===== src/rtl/sev_seg_scan_ctrl.sv =====
// Multiplexed seven-segment scan controller for NUM_DIGITS hex digits.
// Has an internal prescaler and double-buffered digit loading that only takes
// effect on a frame boundary. It also supports per-digit blanking and decimal
// points, and leaves a dead-time gap after every digit advance.
// Optional build macro: SEV_SEG_LEAD_ZERO_BLANK_EN auto-blanks leading zeros at capture.

// Per-digit hex decoder, active-high {dp,g,f,e,d,c,b,a}.
module sev_seg_dec (
  input  logic [3:0] i_nib,
  input  logic       i_dp,
  input  logic       i_blank,
  output logic [7:0] o_seg
);
  logic [6:0] w_gfe;

  // Hex glyph lookup; blank forces the whole digit including dp dark.
  always_comb begin
    w_gfe = 7'h00;
    case (i_nib)
      4'h0: w_gfe = 7'h3F;
      4'h1: w_gfe = 7'h06;
      4'h2: w_gfe = 7'h5B;
      4'h3: w_gfe = 7'h4F;
      4'h4: w_gfe = 7'h66;
      4'h5: w_gfe = 7'h6D;
      4'h6: w_gfe = 7'h7D;
      4'h7: w_gfe = 7'h07;
      4'h8: w_gfe = 7'h7F;
      4'h9: w_gfe = 7'h6F;
      4'hA: w_gfe = 7'h77;
      4'hB: w_gfe = 7'h7C;
      4'hC: w_gfe = 7'h39;
      4'hD: w_gfe = 7'h5E;
      4'hE: w_gfe = 7'h79;
      4'hF: w_gfe = 7'h71;
      default: w_gfe = 7'h00;
    endcase
    o_seg = i_blank ? 8'h00 : {i_dp, w_gfe};
  end
endmodule

module sev_seg_scan_ctrl #(
  parameter int NUM_DIGITS = 4,
  parameter int DIV_WIDTH  = 15,
  parameter int DEAD_CYC   = 2,
  parameter int ACTIVE_LOW = 1
) (
  input  logic                    clk_slw,
  input  logic                    reset,
  input  logic [4*NUM_DIGITS-1:0] i_digits_in,
  input  logic [NUM_DIGITS-1:0]   i_dp_in,
  input  logic [NUM_DIGITS-1:0]   i_blank_in,
  input  logic                    i_load,
  output logic                    o_load_pending,
  output logic                    o_scan_tick,
  output logic [7:0]              o_sev_seg_leds,
  output logic [NUM_DIGITS-1:0]   o_led_enable
);
  localparam int IDX_W  = $clog2(NUM_DIGITS);
  localparam int DEAD_W = $clog2(DEAD_CYC + 1);
  localparam logic [IDX_W-1:0]      IDX_LAST  = IDX_W'(NUM_DIGITS - 1);
  localparam logic [DEAD_W-1:0]     DEAD_LAST = DEAD_W'(DEAD_CYC - 1);
  localparam logic [7:0]            SEG_OFF   = (ACTIVE_LOW != 0) ? 8'hFF : 8'h00;
  localparam logic [NUM_DIGITS-1:0] EN_OFF    = (ACTIVE_LOW != 0) ? {NUM_DIGITS{1'b1}}
                                                                  : {NUM_DIGITS{1'b0}};

  typedef enum logic {ST_BLANK, ST_DRIVE} state_t;

  logic [DIV_WIDTH-1:0]             r_presc;
  logic [IDX_W-1:0]                 r_idx;
  logic [NUM_DIGITS-1:0][3:0]       r_dig;
  logic [NUM_DIGITS-1:0]            r_dp;
  logic [NUM_DIGITS-1:0]            r_blank;
  logic                             r_pend;
  state_t                           r_state;
  logic [DEAD_W-1:0]                r_dead;
  logic [7:0]                       r_leds;
  logic [NUM_DIGITS-1:0]            r_en;

  logic                             w_tick;
  logic                             w_bound;
  logic                             w_capture;
  logic [NUM_DIGITS-1:0]            w_lz;
  logic [NUM_DIGITS-1:0][7:0]       w_seg;
  logic [7:0]                       w_seg_sel;
  logic [NUM_DIGITS-1:0]            w_onehot;
  state_t                           w_nxt_state;
  logic [DEAD_W-1:0]                w_nxt_dead;
  logic [7:0]                       w_nxt_leds;
  logic [NUM_DIGITS-1:0]            w_nxt_en;

  assign w_tick    = &r_presc;
  assign w_bound   = w_tick && (r_idx == IDX_LAST);
  assign w_capture = w_bound && (r_pend || i_load);

`ifdef SEV_SEG_LEAD_ZERO_BLANK_EN
  // Mark zero nibbles from the top down until the first nonzero; digit 0 always shows.
  always_comb begin
    logic run;
    w_lz = '0;
    run  = 1'b1;
    for (int k = NUM_DIGITS - 1; k >= 1; k--) begin
      run     = run & (i_digits_in[4*k +: 4] == 4'h0);
      w_lz[k] = run;
    end
  end
`else
  assign w_lz = '0;
`endif

  // One decoder per digit; the scan index picks which one reaches the pins.
  for (genvar g = 0; g < NUM_DIGITS; g++) begin : g_dec
    sev_seg_dec u_dec (
      .i_nib   (r_dig[g]),
      .i_dp    (r_dp[g]),
      .i_blank (r_blank[g]),
      .o_seg   (w_seg[g])
    );
  end

  assign w_seg_sel = w_seg[r_idx];
  assign w_onehot  = NUM_DIGITS'(1) << r_idx;

  // Free-running prescaler and digit index; index wrap to 0 is the frame boundary.
  always_ff @(posedge clk_slw) begin
    if (reset) begin
      r_presc <= '0;
      r_idx   <= IDX_LAST;
    end else begin
      r_presc <= r_presc + 1'b1;
      if (w_tick) r_idx <= (r_idx == IDX_LAST) ? '0 : r_idx + 1'b1;
    end
  end

  // Shadow registers load only at the frame boundary, so a frame never tears.
  always_ff @(posedge clk_slw) begin
    if (reset) begin
      r_dig   <= '0;
      r_dp    <= '0;
      r_blank <= '0;
      r_pend  <= 1'b0;
    end else begin
      if (w_capture) begin
        r_dig   <= i_digits_in;
        r_dp    <= i_dp_in;
        r_blank <= i_blank_in | w_lz;
      end
      if (w_bound)     r_pend <= 1'b0;
      else if (i_load) r_pend <= 1'b1;
    end
  end

  // Next state: dead-time count in BLANK, leave DRIVE on every tick.
  always_comb begin
    w_nxt_state = r_state;
    w_nxt_dead  = r_dead;
    w_nxt_leds  = SEG_OFF;
    w_nxt_en    = EN_OFF;
    case (r_state)
      ST_BLANK: begin
        if (w_tick) begin
          w_nxt_dead = '0;
        end else if (r_dead == DEAD_LAST) begin
          w_nxt_state = ST_DRIVE;
          w_nxt_dead  = '0;
        end else begin
          w_nxt_dead = r_dead + 1'b1;
        end
      end
      ST_DRIVE: begin
        if (w_tick) begin
          w_nxt_state = ST_BLANK;
          w_nxt_dead  = '0;
        end
      end
      default: begin
        w_nxt_state = ST_BLANK;
        w_nxt_dead  = '0;
      end
    endcase
    // Index and shadow never change on a cycle that enters or stays in DRIVE.
    if (w_nxt_state == ST_DRIVE) begin
      w_nxt_leds = w_seg_sel ^ SEG_OFF;
      w_nxt_en   = w_onehot ^ EN_OFF;
    end
  end

  // FSM state and registered pin outputs.
  always_ff @(posedge clk_slw) begin
    if (reset) begin
      r_state <= ST_BLANK;
      r_dead  <= '0;
      r_leds  <= SEG_OFF;
      r_en    <= EN_OFF;
    end else begin
      r_state <= w_nxt_state;
      r_dead  <= w_nxt_dead;
      r_leds  <= w_nxt_leds;
      r_en    <= w_nxt_en;
    end
  end

  assign o_load_pending = r_pend;
  assign o_scan_tick    = w_tick;
  assign o_sev_seg_leds = r_leds;
  assign o_led_enable   = r_en;
endmodule


===== config.mk =====
export PLATFORM = sky130hd
export DESIGN_NAME = sev_seg_scan_ctrl
export DESIGN_NICKNAME = d
export VERILOG_FILES = /design/src/rtl/sev_seg_scan_ctrl.sv
export SDC_FILE = /design/constraint.sdc
export NUM_CORES = 1
export LEC_CHECK = 0
export CAP_MARGIN = 40
export CELL_PAD_IN_SITES_DETAIL_PLACEMENT = 0
export CELL_PAD_IN_SITES_GLOBAL_PLACEMENT = 1
export CORE_ASPECT_RATIO = 1.4
export CORE_MARGIN = 1
export CORE_UTILIZATION = 44
export DETAILED_ROUTE_END_ITERATION = 8
export GPL_TIMING_DRIVEN = 0
export PLACE_DENSITY = 0.84
export SLEW_MARGIN = 20
export SYNTH_ARGS = -nofsm -noshare
export SYNTH_HDL_FRONTEND = slang
export SYNTH_SLANG_ARGS = --single-unit
export TNS_END_PERCENT = 30

===== constraint.sdc =====
create_clock -name clk_slw -period 4.2 [get_ports clk_slw]
set_clock_uncertainty 0.05 [all_clocks]
set_input_delay 0.42 -clock clk_slw [delete_from_list [all_inputs] [get_ports clk_slw]]
set_output_delay 0.42 -clock clk_slw [all_outputs]
set_load 0.02 [all_outputs]

# == Yosys cells after proc, flatten, opt, wreduce, memory -nomap -nowiden ==
# Memory sizes are Yosys's and may differ from the RTL's. A register that Yosys moved wholly into a read port is not among the register bits.
# Cells that the tools add are included.
# classes
n_addsub,3
n_lt_le_gt_ge,1
n_eq_ne,3
n_shift,1
muxes,23
bitwise,4
n_reduce_logical,6
# op_table
cell,count
$mux 8,5
$mux 4,8
$bmux 8 s2,1
$add 15x1->15 const B,1
$reduce_and 15->1,1
$mux 2,4
$not 8->8,1
$add 2x1->2 const B,2
$not 4->4,1
$pmux 2 s2,1
$reduce_or 2->1,2
$shl 1x2->4 const A,1
$lt 2x3->1 const B,1
$mux 1,3
$eq 2x1->1 const B,1
$eq 2x2->1 const B,1
$logic_and 1x1->1,2
$ne 2x1->1 const B,1
$not 1->1,2
$pmux 1 s2,1
$logic_or 1x1->1,1
# totals
ff_bits,57
rom_bits,448
in_bits,27
output_inout_bits,14
elab_cells,58
mem_count,4
# memory_table
memory,depth,width,read_ports,rd_ports_with_merged_regs,write_ports,line_no,text
(no name shown),16,7,1,1,0,19,case (i_nib)
(no name shown),16,7,1,1,0,19,
(no name shown),16,7,1,1,0,19,
(no name shown),16,7,1,1,0,19,

# == Logic depth before layout (Yosys ltp) ==
# depth
ltp_word,6
depth_mapped,16
mapped_depth_nobuf,13

# == Modules after synthesis ==
# From an unflattened synthesis, not the netlist that was laid out.
# hier_totals
cells_unflattened,390
hier_area_um2,3517.1
# by_module_without_submodules
module,n_inst,cells_each,area_per_inst_um2,seq_area_each_um2
sev_seg_scan_ctrl,1,250,2418.6,1141.1
sev_seg_dec (g_dec[0].u_dec ...),3,35,274.0,0.0
sev_seg_dec (g_dec[1].u_dec),1,35,276.5,0.0

# == Worst setup path after synthesis ==
# No wires, ideal clock.
# synth_path
path_type,register to register
from,reg r_presc[0]
to,reg g_dec[3].u_dec.w_gfe[6] (netlist name)
setup_ps,103
arrival_time_ps,2858
required_time_ps,4047
path_slack_ps,1188
stages_incl_launch_ff,14
path_buffers,3
synth_period_minus_slack_ps,3012
path_cell_list,dfxtp_1 -> ha_1 -> nand3_1 -> or4_1 -> buf_2 -> nor2_4 -> buf_6 -> buf_8 -> mux2i_1 -> nor2_1 -> ha_1 -> a21oi_1 -> nor3_1 -> a2111oi_2
# synth_between
elab_chain_len,5
# synth_rtl
element,line_no,text
start: declaration,69,logic [DIV_WIDTH-1:0] r_presc;
start signal: assignment,130,r_presc <= r_presc + 1'b1;
$reduce_and 15->1,92,assign w_tick = &r_presc;
$logic_and 1x1->1,93,assign w_bound = w_tick && (r_idx == IDX_LAST);
$logic_and 1x1->1,94,assign w_capture = w_bound && (r_pend || i_load);
$mux 4 (no source line) (2 in series),-,
# No other way between the ends.
# A chain may end at the register's enable or synchronous reset.

# == Final worst setup path ==
# layout_path
from,in reset
to,reg g_dec[3].u_dec.w_gfe[6] (netlist name)
# layout_between
elab_chain_len,1
# layout_rtl
element,line_no,text
start: declaration,49,"input logic reset,"
$mux 4 (no source line),-,
# No other way between the ends.

==> impl_metrics.csv <==
group,metric,value,unit
clocking,clk_pin_slew,60,ps
timing,hold_violations,0,
worst_hold_path,hold_depth,1,
global_routing,grt_antenna_before_repair,0,
synth,synth_top_cell_by_area,"dfxtp_1",
setup_path,max_stage_delay,610,ps
setup_path,reg2reg_from,"r_presc[0]",
timing,worst_slew_pin_slew,712,ps
clocking,clock_latency,340,ps
timing,min_period,3900,ps
place,place_ws,-37.8,ps
synth,syn_inst,498,
floorplanning,num_io_pins,41,
floorplanning,die_area,0.0103,mm²
detailed_routing,drc,0,
place,dpl.hpwl,8240,µm
global_routing,grt_max_degree,16,
synth,synth_fp_nets,558,
global_routing,grt_pass1_vias,3647,
place,place_congestion,0.908,
synth,synth_edf_count,0,
synth,yosysSeqAreaShare,0.390,
place,place_area,0.00492,mm²
synth,synth_cell_types,57,
synth,synth_area_per_cell,8.76,µm²
setup_path,critPathCaptureType,"flop",
setup_path,start_kind,"input pin",
power,power.leakage,2.06,nW
detailed_routing,wl_met1,4470,µm
detailed_routing,num_vias,3681,
clocking,post_cts_buffers,0,
run,cap_violations,0,
worst_hold_path,hold_path_class,"flop to flop",
timing,hold_slack,384,ps
synth,synth_ff_type,"dfxtp_1",
synth,ys_warn_count,0,
setup_path,cp.depth,10,
setup_path,worstRegToRegCells,13,
timing,max_slew_margin,0.525,
setup_path,crit_arrival,4060,ps
timing,slew_viol_final,0,
synth,ys_seq_elements,85,
timing,grt_setup_unrepaired,"false",
detailed_routing,drt-total-wl,10900,µm
synth,async_flop_share,0,
global_routing,grt_use_total,0.228,
status,status,"finished clean",
setup_path,cp.buffers_inverters,5,
clocking,cts_root_buf,"clkbuf_16",
setup_path,cp_max_fo,10,
global_routing,overflow,0,
detailed_routing,wl_met3,403,µm
detailed_routing,routed-wl-met2,5790,µm
worst_hold_path,min_from,"r_presc[0]",
timing,fin_ws,297,ps
timing,finalSetupViolCount,0,
clocking,cts_buffers,9,
detailed_routing,drt_iter0_markers,220,
setup_path,worstPathCellList,"clkdlybuf4s50_1 > clkbuf_1 > clkbuf_1 > buf_1 > clkbuf_1 > nor2_1 > ha_1 > a21oi_1 > nor3_1 > a2111oi_2",
floorplanning,die_h,120,µm
setup_path,crit_start,"reset",
place,portBuffers,39,
power,irDropWorstVdd,0.207,mV
setup_path,critPathMostFrequentCell,"clkbuf_1",
global_routing,grt_first_pass_wirelength,17900,µm
clocking,cts-resized-gates,0,
clocking,cts_sinks,85,
floorplanning,rows,42,
synth,ys_top_cells_by_area,"dfxtp_1 (39%), ha_1 (9.5%), nor2_1 (4.9%)",
clocking,holdBufCountCts,0,
finish,diodes,0,
floorplanning,fp.dieW,86.2,µm
setup_path,cp_top_family,"buffers and inverters",
finish,fin_area,0.00527,mm²
finish,drive_above_1_share,0.0848,
setup_path,required,4360,ps
clocking,cts_htree_levels,3,
detailed_routing,viasPerCell,5.37,
clocking,cts_tree,"yes",
detailed_routing,wire_per_inst,15.9,µm
power,p_per_area,356,mW/mm²
setup_path,slowest_stage,"clkbuf_1",
detailed_routing,dr.pass1.iters,5,
timing,clock.fmax,256,MHz
clocking,cts_buffer_depth,2,
timing,fin_crit_sh,0.929,
finish,final_net_count,609,
finish,areaGrowthSynthToFinish,20.8,%
detailed_routing,ant_nets,0,
floorplanning,initial_core_util,0.456,
detailed_routing,top_layer_used,"met4",
floorplanning,fp.coreArea,0.00956,mm²
setup_path,critPathKind,"input pin to flop",
synth,synth_top_area_share,0.390,
synth,syn_area,0.00436,mm²
## through the flow
| step | utilization | power (mW) | setup TNS [ps] | std cells |
|---|---|---|---|---|
| floorplan | - | 0.906 | 0 | 498 |
| global placement | 0.514 | 0.974 | -13.6 | 669 |
| detailed placement | 0.515 | 0.977 | -37.8 | 670 |
| CTS | 0.551 | 1.89 | 0 | 686 |
| global route | 0.551 | 1.94 | 0 | 686 |
| finish | 0.551 | 1.88 | 0 | 686 |
## cell usage in the layout (no fill, tap or decap), types with 4 or more instances in the layout
cell type	n
ha_1	33
nor3_1	9
nand2b_1	15
a22oi_1	7
a21oi_1	30
nor3b_1	6
xnor2_1	6
or3_1	4
nand2_1	45
nand3_1	19
nand4b_1	4
xor2_1	5
nor2_1	57
clkbuf_1	12
inv_1	36
clkbuf_16	9
mux2i_1	17
o21ai_0	16
nor2b_1	6
a221oi_1	16
clkdlybuf4s50_1	39
dfxtp_1	85
mux2_2	5
## report_power, final
group / internal, mW / switching [mW] / total, mW / leakage (nW)
registers: 0.825 / 0.00830 / 0.833 / 0.689
clock network: 0.585 / 0.334 / 0.919 / 0.168
logic: 0.0573 / 0.0673 / 0.125 / 1.20
total: 1.47 / 0.410 / 1.88 / 2.06
## registers in the layout (all words and copies together) (netlist names)
signal and count:
g_dec.u_dec.w_gfe 28, r_dig 16, r_presc 15, o_sev_seg_leds 8
o_led_enable 4, r_blank 4, r_dp 4, r_dead 2
r_idx 2, o_load_pending 1, r_state 1
## metal layers
metal / up-vias / GRT usage
met1: 1745 / 0.250
met5: - / 0
met2: 82 / 0.425
met3: 16 / 0.0454
li1: 1838 / -
met4: 0 / 0.0865
## synthesized netlist by cell type, drive strengths merged (2+ instances only)
cell type / n
mux2i: 17
o21a: 3
nor2: 60
buf: 9
a22oi: 7
or3: 4
nand3: 19
nand4b: 4
a21oi: 33
xnor2: 6
nor2b: 6
nor3: 9
o2bb2ai: 2
o21ai: 16
and3: 2
a221oi: 17
a32oi: 3
o211ai: 2
a211oi: 5
mux2: 6
xor2: 5
nand2b: 15
inv: 38
o311a: 2
a2bb2oi: 3
nor4b: 2
nand4: 3
nor3b: 6
or2: 3
clkbuf: 12
o31ai: 3
ha: 33
dfxtp: 85
nand2: 46
a31oi: 3
a211o: 2
a2111oi: 2
## worst paths after layout
check             slack (ps)                 endpoint
hold / removal           380               r_presc[0]
hold reg to reg          380               r_presc[0]
setup / recovery         300  g_dec[3].u_dec.w_gfe[6]
setup reg to reg         570  g_dec[3].u_dec.w_gfe[6]
## cells by family after synthesis
group / share of synthesized area
AND/OR/NAND/NOR: 0.198
AO/OA/AOI/OAI: 0.180
flip-flops: 0.390
buffers and inverters: 0.0596
adder cells (fa/ha/maj): 0.0946
multiplexers: 0.0553
XOR/XNOR: 0.0221
## worst reg2reg max path: stages, from the launching register on
cell and delay (ps):
dfxtp_1 350, ha_1 240, nand3_1 110, or4_1 510, buf_2 220, nor2_4 270
buf_6 210, buf_8 170, mux2i_1 330, nor2_1 100, ha_1 280, a21oi_1 140
nor3_1 70, a2111oi_2 440
## final cells by class
cell class	instances	area, µm²
Buffer	21	114
Multi-Input combinational cell	353	2400
Clock buffer	9	225
Sequential cell	85	1700
Clock inverter	7	123
Fill cell	916	4290
Timing Repair Buffer	40	395
Tap cell	132	165
Inverter	39	146
Power figures use the tool's default switching activity.
